==> src/rtl/pointer_seq_pkg.sv <==
// Shared opcodes, FSM state codes and sequence lengths for the IP/DP pointer-pair sequencer.
package pointer_seq_pkg;

  localparam logic [2:0] OP_FETCH = 3'd0;
  localparam logic [2:0] OP_LD_DP = 3'd1;
  localparam logic [2:0] OP_JMP   = 3'd2;
  localparam logic [2:0] OP_RD_DP = 3'd3;
  localparam logic [2:0] OP_WR_DP = 3'd4;
  localparam logic [2:0] OP_GET   = 3'd5;
  localparam logic [2:0] OP_SWAP  = 3'd6;

  localparam logic [3:0] ST_IDLE  = 4'd0;
  localparam logic [3:0] ST_FETCH = 4'd1;
  localparam logic [3:0] ST_LD_L  = 4'd2;
  localparam logic [3:0] ST_LD_H  = 4'd3;
  localparam logic [3:0] ST_SWAP  = 4'd4;
  localparam logic [3:0] ST_RD    = 4'd5;
  localparam logic [3:0] ST_WR    = 4'd6;
  localparam logic [3:0] ST_GET_L = 4'd7;
  localparam logic [3:0] ST_GET_H = 4'd8;
  localparam logic [3:0] ST_ILL   = 4'd9;

  localparam int BUSY_FETCH = 1;
  localparam int BUSY_LD_DP = 2;
  localparam int BUSY_JMP   = 3;
  localparam int BUSY_RD_DP = 1;
  localparam int BUSY_WR_DP = 1;
  localparam int BUSY_GET   = 2;
  localparam int BUSY_SWAP  = 1;
  localparam int BUSY_ILL   = 1;

  // JMP reuses the LD_DP byte-load states and is told apart later by the latched opcode.
  function automatic logic [3:0] first_state(input logic [2:0] op);
    case (op)
      OP_FETCH: first_state = ST_FETCH;
      OP_LD_DP: first_state = ST_LD_L;
      OP_JMP:   first_state = ST_LD_L;
      OP_RD_DP: first_state = ST_RD;
      OP_WR_DP: first_state = ST_WR;
      OP_GET:   first_state = ST_GET_L;
      OP_SWAP:  first_state = ST_SWAP;
      default:  first_state = ST_ILL;
    endcase
  endfunction

endpackage

==> src/rtl/pointer_seq_decode.sv <==
// Pure state-to-strobe decoder; every strobe depends on the state register alone.
module pointer_seq_decode
  import pointer_seq_pkg::*;
(
  input  logic [3:0] state,
  output logic       addr_dp,
  output logic       n_oe_dl,
  output logic       n_oe_dh,
  output logic       cnt,
  output logic       n_we_l,
  output logic       n_we_h,
  output logic       mem_n_oe,
  output logic       mem_n_we,
  output logic       bus_drive
);

  always_comb begin
    addr_dp   = 1'b0;
    n_oe_dl   = 1'b1;
    n_oe_dh   = 1'b1;
    cnt       = 1'b0;
    n_we_l    = 1'b1;
    n_we_h    = 1'b1;
    mem_n_oe  = 1'b1;
    mem_n_we  = 1'b1;
    bus_drive = 1'b0;
    case (state)
      ST_FETCH: begin
        cnt      = 1'b1;
        mem_n_oe = 1'b0;
      end
      ST_LD_L: begin
        cnt      = 1'b1;
        mem_n_oe = 1'b0;
        n_we_l   = 1'b0;
      end
      ST_LD_H: begin
        cnt      = 1'b1;
        mem_n_oe = 1'b0;
        n_we_h   = 1'b0;
      end
      ST_RD: begin
        addr_dp  = 1'b1;
        mem_n_oe = 1'b0;
      end
      ST_WR: begin
        addr_dp   = 1'b1;
        mem_n_we  = 1'b0;
        bus_drive = 1'b1;
      end
      ST_GET_L: n_oe_dl = 1'b0;
      ST_GET_H: n_oe_dh = 1'b0;
      default: ;
    endcase
  end

endmodule

==> src/rtl/pointer_sequencer.sv <==
// Command FSM for the IP/DP pointer pair: accepts one opcode, walks its strobe
// sequence, then pulses a response carrying fetched/read data or an error flag.
module pointer_sequencer
  import pointer_seq_pkg::*;
(
  input  logic        clk,
  input  logic        rst,
  input  logic        cmd_valid,
  output logic        cmd_ready,
  input  logic [2:0]  cmd_op,
  input  logic [7:0]  cmd_data,
  input  logic [7:0]  bus_in,
  output logic [7:0]  bus_out,
  output logic        bus_drive,
  output logic        addr_dp,
  output logic        n_oe_dl,
  output logic        n_oe_dh,
  output logic        cnt,
  output logic        n_we_l,
  output logic        n_we_h,
  output logic        selector,
  output logic        mem_n_oe,
  output logic        mem_n_we,
  output logic        rsp_valid,
  output logic [15:0] rsp_data,
  output logic        rsp_err
);

  logic [3:0]  state_q, state_d;
  logic [2:0]  op_q, op_d;
  logic [7:0]  data_q, data_d;
  logic [7:0]  lo_q, lo_d;
  logic        selector_q, selector_d;
  logic        rsp_valid_q, rsp_valid_d;
  logic [15:0] rsp_data_q, rsp_data_d;
  logic        rsp_err_q, rsp_err_d;

  always_comb begin
    state_d     = state_q;
    op_d        = op_q;
    data_d      = data_q;
    lo_d        = lo_q;
    selector_d  = selector_q;
    rsp_valid_d = 1'b0;
    rsp_data_d  = rsp_data_q;
    rsp_err_d   = rsp_err_q;
    case (state_q)
      ST_IDLE: begin
        if (cmd_valid) begin
          op_d    = cmd_op;
          data_d  = cmd_data;
          state_d = first_state(cmd_op);
        end
      end
      ST_FETCH, ST_RD: begin
        state_d     = ST_IDLE;
        rsp_valid_d = 1'b1;
        rsp_data_d  = {8'h00, bus_in};
        rsp_err_d   = 1'b0;
      end
      ST_LD_L: state_d = ST_LD_H;
      ST_LD_H: begin
        if (op_q == OP_JMP) begin
          state_d = ST_SWAP;
        end else begin
          state_d     = ST_IDLE;
          rsp_valid_d = 1'b1;
          rsp_data_d  = 16'h0000;
          rsp_err_d   = 1'b0;
        end
      end
      ST_SWAP: begin
        selector_d  = ~selector_q;
        state_d     = ST_IDLE;
        rsp_valid_d = 1'b1;
        rsp_data_d  = 16'h0000;
        rsp_err_d   = 1'b0;
      end
      ST_WR: begin
        state_d     = ST_IDLE;
        rsp_valid_d = 1'b1;
        rsp_data_d  = 16'h0000;
        rsp_err_d   = 1'b0;
      end
      // Low DP byte is parked in lo_q so rsp_data keeps the previous result until the pulse.
      ST_GET_L: begin
        lo_d    = bus_in;
        state_d = ST_GET_H;
      end
      ST_GET_H: begin
        state_d     = ST_IDLE;
        rsp_valid_d = 1'b1;
        rsp_data_d  = {bus_in, lo_q};
        rsp_err_d   = 1'b0;
      end
      ST_ILL: begin
        state_d     = ST_IDLE;
        rsp_valid_d = 1'b1;
        rsp_data_d  = 16'h0000;
        rsp_err_d   = 1'b1;
      end
      default: state_d = ST_IDLE;
    endcase
  end

  always_ff @(posedge clk) begin
    if (rst) begin
      state_q     <= ST_IDLE;
      op_q        <= 3'd0;
      data_q      <= 8'h00;
      lo_q        <= 8'h00;
      selector_q  <= 1'b0;
      rsp_valid_q <= 1'b0;
      rsp_data_q  <= 16'h0000;
      rsp_err_q   <= 1'b0;
    end else begin
      state_q     <= state_d;
      op_q        <= op_d;
      data_q      <= data_d;
      lo_q        <= lo_d;
      selector_q  <= selector_d;
      rsp_valid_q <= rsp_valid_d;
      rsp_data_q  <= rsp_data_d;
      rsp_err_q   <= rsp_err_d;
    end
  end

  pointer_seq_decode u_decode (
    .state     (state_q),
    .addr_dp   (addr_dp),
    .n_oe_dl   (n_oe_dl),
    .n_oe_dh   (n_oe_dh),
    .cnt       (cnt),
    .n_we_l    (n_we_l),
    .n_we_h    (n_we_h),
    .mem_n_oe  (mem_n_oe),
    .mem_n_we  (mem_n_we),
    .bus_drive (bus_drive)
  );

  assign cmd_ready = (state_q == ST_IDLE);
  assign bus_out   = bus_drive ? data_q : 8'h00;
  assign selector  = selector_q;
  assign rsp_valid = rsp_valid_q;
  assign rsp_data  = rsp_data_q;
  assign rsp_err   = rsp_err_q;

endmodule

==> config.mk <==
export PLATFORM = sky130hd
export DESIGN_NAME = pointer_sequencer
export DESIGN_NICKNAME = d
export VERILOG_FILES = /design/src/rtl/pointer_seq_pkg.sv /design/src/rtl/pointer_seq_decode.sv /design/src/rtl/pointer_sequencer.sv
export SDC_FILE = /design/constraint.sdc
export NUM_CORES = 1
export LEC_CHECK = 0
export ABC_AREA = 1
export BUFFER_PORTS_ARGS = -buffer_cell sky130_fd_sc_hd__buf_2
export CAP_MARGIN = 20
export CORE_UTILIZATION = 46
export CTS_CLUSTER_DIAMETER = 80
export DETAILED_ROUTE_END_ITERATION = 6
export GPL_TIMING_DRIVEN = 0
export PLACE_DENSITY_LB_ADDON = 0.3
export SLEW_MARGIN = 20
export SYNTH_ARGS = -nofsm -noshare
export SYNTH_HDL_FRONTEND = slang
export SYNTH_HIERARCHICAL = 1
export SYNTH_SLANG_ARGS = --single-unit
==> constraint.sdc <==
create_clock -name clk -period 1.4 [get_ports clk]
set_input_delay 0.28 -clock clk [delete_from_list [all_inputs] [get_ports clk]]
set_output_delay 0.28 -clock clk [all_outputs]
set_load 0.05 [all_outputs]
==> results.yml <==
placement:
  dpl.cell_count: 410
  gp_congestion: 0.845
  io_buffers: 58
  dpl.hpwl_um: 3310
  placed_area_mm2: 0.00248
  dp_slack_ps: -239
synth:
  synthFlopType: "dfxtp_1"
  synth_sequential_area_ratio_pct: 41.0
  synth_seq_cells: 42
  synth_nets: 324
  synth-edff-count: 0
  async_flop_share_pct: 0
  ys_warn_count: 6
  synth_area_mm2: 0.00205
  synthCells: 302
  synth_cell_types: 24
  syn_area_per_cell_um2: 6.80
die:
  core_mm2: 0.00414
  die_y_um: 68.8
  die_w_um: 68.8
  dieArea_mm2: 0.00473
  ios: 59
  num_rows: 23
  initial_core_util_pct: 49.5
run:
  max_cap_violations: 0
timing:
  layout_setup_ws_ps: -323
  hold_viol_final: 0
  slew_viol_final: 0
  slew_headroom_pct: 62.3
  clock.fmax_mhz: 581
  tightest_slew_ps: 566
  report.final.setup_viol: 35
  finalSetupTns_ps: -6460
  fin_skew_ps: 2.86
  holdWs_ps: 175
  period_share_pct: 123
  fin_crit_ps: 1720
  rsz0062_at_grt: "true"
setup_path:
  critPathSlowestCell: "dfxtp_4"
  critPathMaxFanout: 8
  endpoint_kind: "output pin"
  required_ps: 1120
  cp_num_buf_inv: 5
  crit_chain: "inv_4 > nor2_4 > nand2_4 > clkinvlp_4 > clkbuf_16 > nand2_2 > clkinvlp_4 > buf_8"
  arrival_ps: 1440
  cp-start-kind: "flip-flop"
  path_common_cell: "clkinvlp_4"
  critical_path.max_stage_delay_ps: 360
  cp_top_family: "buffers and inverters"
  setup.worst_path.class: "reg2out"
finish:
  final_area_mm2: 0.00326
  fin_nets: 420
  antenna_cells: 0
  regArea_um2: 856
  final_core_util_pct: 78.8
  stdcell_count: 448
  n_fill_cell: 286
  drive_gt1_share_pct: 42.2
  multi_input_comb_area_mm2: 0.00118
  areaGrowthSynthToFinish_pct: 59.0
route:
  wl_um: 5860
  ant_nets: 0
  route.detailed.drc: 0
  wl_per_cell_um: 13.1
  vias_per_cell: 5.02
  vias: 2247
  drtIter0Drc: 121
  dr.pass1.iters: 4
worst_hold_path:
  hold_path_class: "in2reg"
power:
  power.density_mw_per_mm2: 1600
  total_power_mw: 5.21
  peakVddDrop_mv: 0.898
  leakage_nw: 1.48
cts:
  cts_tree: "built"
  cts_buffers: 5
  clock_latency_ps: 290
  ctsHtreeMaxLevel: 2
  holdBufCountCts: 0
  root_buffer: "clkbuf_8"
  clock_path_buffers: 2
  clk_pin_slew_ps: 80
  cts_num_sinks: 42
grt:
  grt_pass1_vias: 1926
  grt.overflow.total: 0
  grt_max_degree: 13
  grt_use_total_pct: 24.0
  antenna_found_initial: 0
  grt_pass1_wl_um: 8430
status:
  violations: "setup timing"
  status: "finished with violations"
[state kept, by name, indices dropped and copies added, names as in the netlist]
| signal | count |
|---|---|
| lo_q | 8 |
| data_q | 8 |
| selector | 1 |
| op_q | 3 |
| rsp_err | 1 |
| state_q | 4 |
| rsp_data | 16 |
| rsp_valid | 1 |
[layout by cell type, fill, tap and decap left out, types with 7 or more instances in the layout]
master	synthesis	routed
a21oi_1	30	27
buf_2	2	42
buf_4	2	20
buf_6	1	15
buf_8	0	14
clkinvlp_4	0	10
dfxtp_1	42	38
inv_1	47	32
nand2_1	65	52
nand2_2	8	12
nand2_4	0	7
nand3_1	18	15
nor2_1	37	32
nor2_4	0	8
o21ai_0	12	8
o21bai_1	8	8
[report_power, final]
| part | switching [mW] | internal (mW) |
|---|---|---|
| clock | 0.406 | 0.343 |
| sequential | 0.127 | 1.40 |
| combinational | 1.81 | 1.12 |
| total | 2.34 | 2.87 |
[per-layer routing]
layer,share of wire (%),global-route usage [%],vias up
li1,-,-,1143
met1,45,31.7,1046
met2,50,39.8,52
met3,3.8,4.77,6
met4,0.90,6.12,0
met5,0,0,-
[worst paths after layout]
kind / start / cells after the start / slack [ps] / end
max: state_q[2] / 8 / -320 / bus_out[6]
min: rst / 2 / 180 / data_q[7]
max reg2reg: state_q[3] / 10 / -170 / rsp_err
min reg2reg: lo_q[7] / 2 / 460 / lo_q[7]
[what timing repair did]
action                                  in CTS  in global routing
resized for setup                           72                 55
endpoints found under the setup margin      45                 45
cloned                                       0                  1
pin swaps                                    3                 18
setup buffers                               10                 20
[layout make-up]
class | count | area share [%]
multi-input cells | 201 | 36.1
repair buffers | 89 | 22.8
clock inverters | 1 | 0.192
clock buffers | 6 | 2.22
plain buffers | 10 | 3.07
inverters | 49 | 7.47
flip-flops and latches | 42 | 26.2
well taps | 50 | 1.92
[synthesized netlist by cell type, types with 5 or more instances]
master	instances	area share [%]
nor2_2	5	1.5
o21ai_0	12	2.9
nand3_1	18	4.4
nand2_1	65	12
nor3_1	9	2.2
nand2_2	8	2.4
nor2_1	37	6.8
clkbuf_1	5	0.91
inv_1	47	8.6
dfxtp_1	42	41
o21bai_1	8	2.9
a21oi_1	30	7.3
[logic make-up after synthesis]
kind of cell              Yosys count  synth area share, %
and+or+nand+nor                   147                 32.8
buffers and inverters              59                 11.6
xor gates and xnor gates            1                0.427
DFF                                42                 41.0
AOI/OAI and AO/OA                  53                 14.2
Power figures use the tool's default switching activity.
